## config.mk

```make
export PLATFORM = sky130hd
export DESIGN_NAME = fetch_ctrl
export DESIGN_NICKNAME = d
export VERILOG_FILES = /design/src/rtl/fetch_ctrl.sv
export SDC_FILE = /design/constraint.sdc
export NUM_CORES = 1
export LEC_CHECK = 0
export ABC_AREA = 1
export BUFFER_PORTS_ARGS = -buffer_cell sky130_fd_sc_hd__clkbuf_2
export CORE_UTILIZATION = 60
export CTS_BUF_LIST = sky130_fd_sc_hd__clkbuf_8
export DETAILED_ROUTE_END_ITERATION = 10
export GPL_TIMING_DRIVEN = 0
export PLACE_DENSITY = 0.88
export SETUP_SLACK_MARGIN = 0.1
export SYNTH_ARGS = -nofsm -noshare
export SYNTH_HDL_FRONTEND = slang
export SYNTH_SLANG_ARGS = --single-unit
```

## constraint.sdc

```tcl
create_clock -name clk -period 10.8 [get_ports clk]
set_input_delay 3.24 -clock clk [delete_from_list [all_inputs] [get_ports clk]]
set_output_delay 3.24 -clock clk [all_outputs]
set_load 0.05 [all_outputs]
```

## src/rtl/fetch_ctrl.sv

```systemverilog
// Instruction-fetch sequencer: owns the PC, issues one fetch at a time, hands instr/PC to decode.
// Optional misaligned-fetch trap enabled by defining FETCH_ALIGN_CHECK_EN.
module fetch_ctrl (
  input  logic        clk,
  input  logic        reset,
  output logic        im_req,
  output logic [31:0] im_addr,
  input  logic        im_gnt,
  input  logic        im_rvalid,
  input  logic [31:0] im_rdata,
  input  logic        redirect,
  input  logic [31:0] redirect_pc,
  input  logic        id_ready,
  output logic        id_valid,
  output logic [31:0] id_instr,
  output logic [31:0] id_pc,
  output logic        exc_adel
);

  localparam int unsigned AW = 32;
  localparam logic [AW-1:0] RESET_PC = 32'h0000_3000;
  localparam logic [AW-1:0] PC_STEP  = 32'd4;

  typedef enum logic [1:0] {IDLE, REQ, WAIT, HOLD} state_t;

  state_t          state, state_d;
  logic [AW-1:0]   pc, pc_d;
  logic [AW-1:0]   inflight_pc, inflight_pc_d;
  logic            discard, discard_d;
  logic            id_valid_d;
  logic [AW-1:0]   id_instr_d, id_pc_d;
  logic            exc_adel_d;
  logic [AW-1:0]   fa_raw, fa, rpc;

  // Redirect target and fetch address; without the trap, low bits are forced to zero
  always_comb begin
    fa_raw = redirect ? redirect_pc : pc;
`ifdef FETCH_ALIGN_CHECK_EN
    rpc = redirect_pc;
    fa  = fa_raw;
`else
    rpc = {redirect_pc[AW-1:2], 2'b00};
    fa  = {fa_raw[AW-1:2], 2'b00};
`endif
  end

`ifndef FETCH_ALIGN_CHECK_EN
  logic unused_lsb;
  assign unused_lsb = ^fa_raw[1:0];
`endif

  assign im_addr = fa;

  always_ff @(posedge clk or posedge reset) begin
    if (reset) begin
      state       <= IDLE;
      pc          <= RESET_PC;
      inflight_pc <= RESET_PC;
      discard     <= 1'b0;
      id_valid    <= 1'b0;
      id_instr    <= '0;
      id_pc       <= RESET_PC;
      exc_adel    <= 1'b0;
    end else begin
      state       <= state_d;
      pc          <= pc_d;
      inflight_pc <= inflight_pc_d;
      discard     <= discard_d;
      id_valid    <= id_valid_d;
      id_instr    <= id_instr_d;
      id_pc       <= id_pc_d;
      exc_adel    <= exc_adel_d;
    end
  end

  always_comb begin
    state_d       = state;
    pc_d          = pc;
    inflight_pc_d = inflight_pc;
    discard_d     = discard;
    id_valid_d    = id_valid;
    id_instr_d    = id_instr;
    id_pc_d       = id_pc;
    exc_adel_d    = exc_adel;
    im_req        = 1'b0;

    unique case (state)
      IDLE: state_d = REQ;

      REQ: begin
`ifdef FETCH_ALIGN_CHECK_EN
        if (fa[1:0] != 2'b00) begin
          // Misaligned: skip memory, present a trap slot to decode
          state_d    = HOLD;
          id_valid_d = 1'b1;
          id_instr_d = '0;
          id_pc_d    = fa;
          exc_adel_d = 1'b1;
          pc_d       = fa + PC_STEP;
        end else
`endif
        begin
          im_req = 1'b1;
          if (im_gnt) begin
            inflight_pc_d = fa;
            discard_d     = 1'b0;
            state_d       = WAIT;
          end else begin
            pc_d = fa;
          end
        end
      end

      WAIT: begin
        if (redirect && im_rvalid) begin
          pc_d    = rpc;
          state_d = REQ;
        end else if (redirect) begin
          pc_d      = rpc;
          discard_d = 1'b1;
        end else if (im_rvalid && discard) begin
          discard_d = 1'b0;
          state_d   = REQ;
        end else if (im_rvalid) begin
          id_instr_d = im_rdata;
          id_pc_d    = inflight_pc;
          id_valid_d = 1'b1;
          pc_d       = inflight_pc + PC_STEP;
          state_d    = HOLD;
        end
      end

      HOLD: begin
        // A redirect makes the held instruction wrong-path, so it wins over id_ready
        if (redirect) begin
          id_valid_d = 1'b0;
          exc_adel_d = 1'b0;
          pc_d       = rpc;
          state_d    = REQ;
        end else if (id_ready) begin
          id_valid_d = 1'b0;
          exc_adel_d = 1'b0;
          state_d    = REQ;
        end
      end

      default: state_d = IDLE;
    endcase
  end

endmodule

```

==> out/metrics.cfg <==
[global_route]
overflow=0
grt_pass1_vias=6767
grt_use_total_pct=38.77
grt_antenna_before_repair=0
grt_start_max_net_pins=85
grt_pass1_wl_mm=33.53

[floorplan]
pin_count=169
die-area_um2=11770
die_y_um=108.5
coreArea_um2=10940
rows=38
start_util_pct=62.21
die_w_um=108.5

[drt]
wl_per_cell_um=17.67
top_layer=met4
routed_wl_mm=21.68
num_vias=7196
dr.pass1.iters=8
drcViolationCount=0
ant_nets=0
wl_met2_mm=10.20
wl_met1_mm=7.969
dr_wl_met3_mm=2.273
drtIter0Drc=716
avgViaCountPerCell=5.865

[timing]
fmax_ghz=0.1251
finalMaxSlewViolations=0
slew_headroom_pct=48.08
tns_ns=0
setup_viol=0
hold_viol_final=0
finClkSkew_ns=0.007240
fin_crit_sh_pct=74.02
tightestPinTransition_ns=0.7787
worst_hold_slack_ns=0.5037
grt_setup_unrepaired=no
min_period_ns=7.994

[cells_and_area]
layout-drive-gt1-share_pct=25.57
regArea_um2=3161
multi_input_area_um2=3134
fillCellCount=831
stdcell_count=1227
fin_util_pct=75.80
fin_nets=1150
antenna_cells=0
area_delta_synth_final_pct=21.85

[power_and_ir_drop]
total_power_mw=2.875
p_per_area_nw_per_um2=346.8
p_leak_nw=4.143
vdd_drop_max_v=0.0002846

[yosys]
synth_ff_type=dfrtp_1
synthesis.area_um2=6803
synth_top_area_share_pct=44.14
syn_inst=889
ys_async_sr_fraction_pct=100.0
yosysMostFrequentCell=nand2_1
ys_seq_elements=126
yosys_warnings=0
seq_area_frac_synth_pct=46.46
postSynthAreaPerCell_um2=7.652
synth_common_cells=213 x nand2_1, 155 x nor2_1, 120 x dfrtp_1
synthTopCellsByArea=dfrtp_1 44%, nand2_1 12%, nor2_1 8.6%, mux2_2 5.3%, a21oi_1 4.8%
synth_edf_count=0
synth.largest_area_cell=dfrtp_1
yosysUniqueCellTypes=38

[critical_path]
cp_max_fo=10
critical_path_class=in -> out
cp.arrival_ns=4.75
cp.required_ns=7.56
crit_path_start_kind=primary input
end_kind=output port

[clock_network]
clock-sinks=126
cts_resized=0
postCtsSetupRepairBufs=0
cts_tree=built
postCtsHoldBufs=0
path_clk_slew_ns=0.07
cts_buffers=17
clockBufferDepth=2
cts-root-buf=clkbuf_8
cts_htree_levels=4
clk-insertion-delay-late_ns=0.46

[placed_design]
hpwl_mm=15.65
place_congestion=0.9861
dp.cells=1195
portBuffers=161

[outcome]
status=finished, final reports clean

[job]
max-cap-violations=0

[min_path]
hp-class=reg -> reg

final timing paths:
check / from / end / slack, ns / cells after the start
worst min register to register: id_instr[6] / id_instr[6] / 0.50 / 1
min in group asynchronous: reset / id_instr[29] / 2.78 / 2
worst max register to register: state[1] / inflight_pc[5] / 8.61 / 7
max in group asynchronous: reset / inflight_pc[16] / 7.26 / 3
worst max-delay path: redirect / im_addr[9] / 2.81 / 5
worst min-delay path: id_instr[6] / id_instr[6] / 0.50 / 1
cell families (layout without fill, tap and decap cells):
| group | after synthesis | after routing | share of synthesized area [%] |
|---|---|---|---|
| compound gates | 166 | 166 | 13.26 |
| other cells | 1 | 5 | 0.05512 |
| mux | 33 | 33 | 5.463 |
| simple gates | 435 | 435 | 25.84 |
| flops | 126 | 126 | 46.46 |
| xor+xnor | 1 | 1 | 0.1288 |
| buf+inv | 121 | 315 | 7.688 |
| fa+ha+maj | 6 | 6 | 1.104 |
per-layer routing:
metal	vias to the layer above	GRT usage [%]
li1	3235	-
met2	551	62.07
met1	3286	46.77
met3	124	10.31
met4	0	23.65
met5	-	0
placed cells by master (no fill, tap or decap), types with 6 or more instances in the layout:
cell      count
nor2_1      155
clkbuf_8     19
ha_1          6
nand2_1     213
nor3_1       10
o21ai_1      11
nor2_2        6
buf_4         8
or2_2         6
buf_2        17
mux2_2       32
clkbuf_1     11
a22oi_1      10
clkbuf_2    161
o21ai_0      60
inv_1        73
a21oi_1      65
a31oi_1      12
dfstp_2       6
dfrtp_1     120
nand3_1      40
power breakdown:
group	total [mW]	internal (mW)	switching, mW
clock network	0.474	0.284	0.190
logic	1.51	0.394	1.12
registers	0.890	0.718	0.173
total	2.87	1.40	1.48
metrics by stage:
step	area [um^2]	setup WS (ns)
5_1_grt	8289	2.864
6_report	8289	2.806
3_5_place_dp	7831	2.998
4_1_cts	8289	2.941
2_1_floorplan	6818	3.147
3_3_place_gp	7799	2.902
worst max-delay path, cell delays in order:
cell and delay (ns):
clkbuf_2 0.11, buf_1 0.60, nor2_1 0.13, nor2_1 0.31, clkbuf_2 0.35
sequential cells by signal (all words and copies together), names as in the netlist:
signal       cells
id_pc           30
id_valid         1
id_instr        32
inflight_pc     30
state            2
discard          1
pc              30
cell type report:
type	count	area share, %
sequential	126	38.13
multi-input combinational	646	37.81
timing repair buffer	162	10.05
inverter	78	3.623
clock buffer	19	3.155
buffer	43	2.747
clock inverter	13	2.370
tap	140	2.113
(Power assumes the default switching activity.)
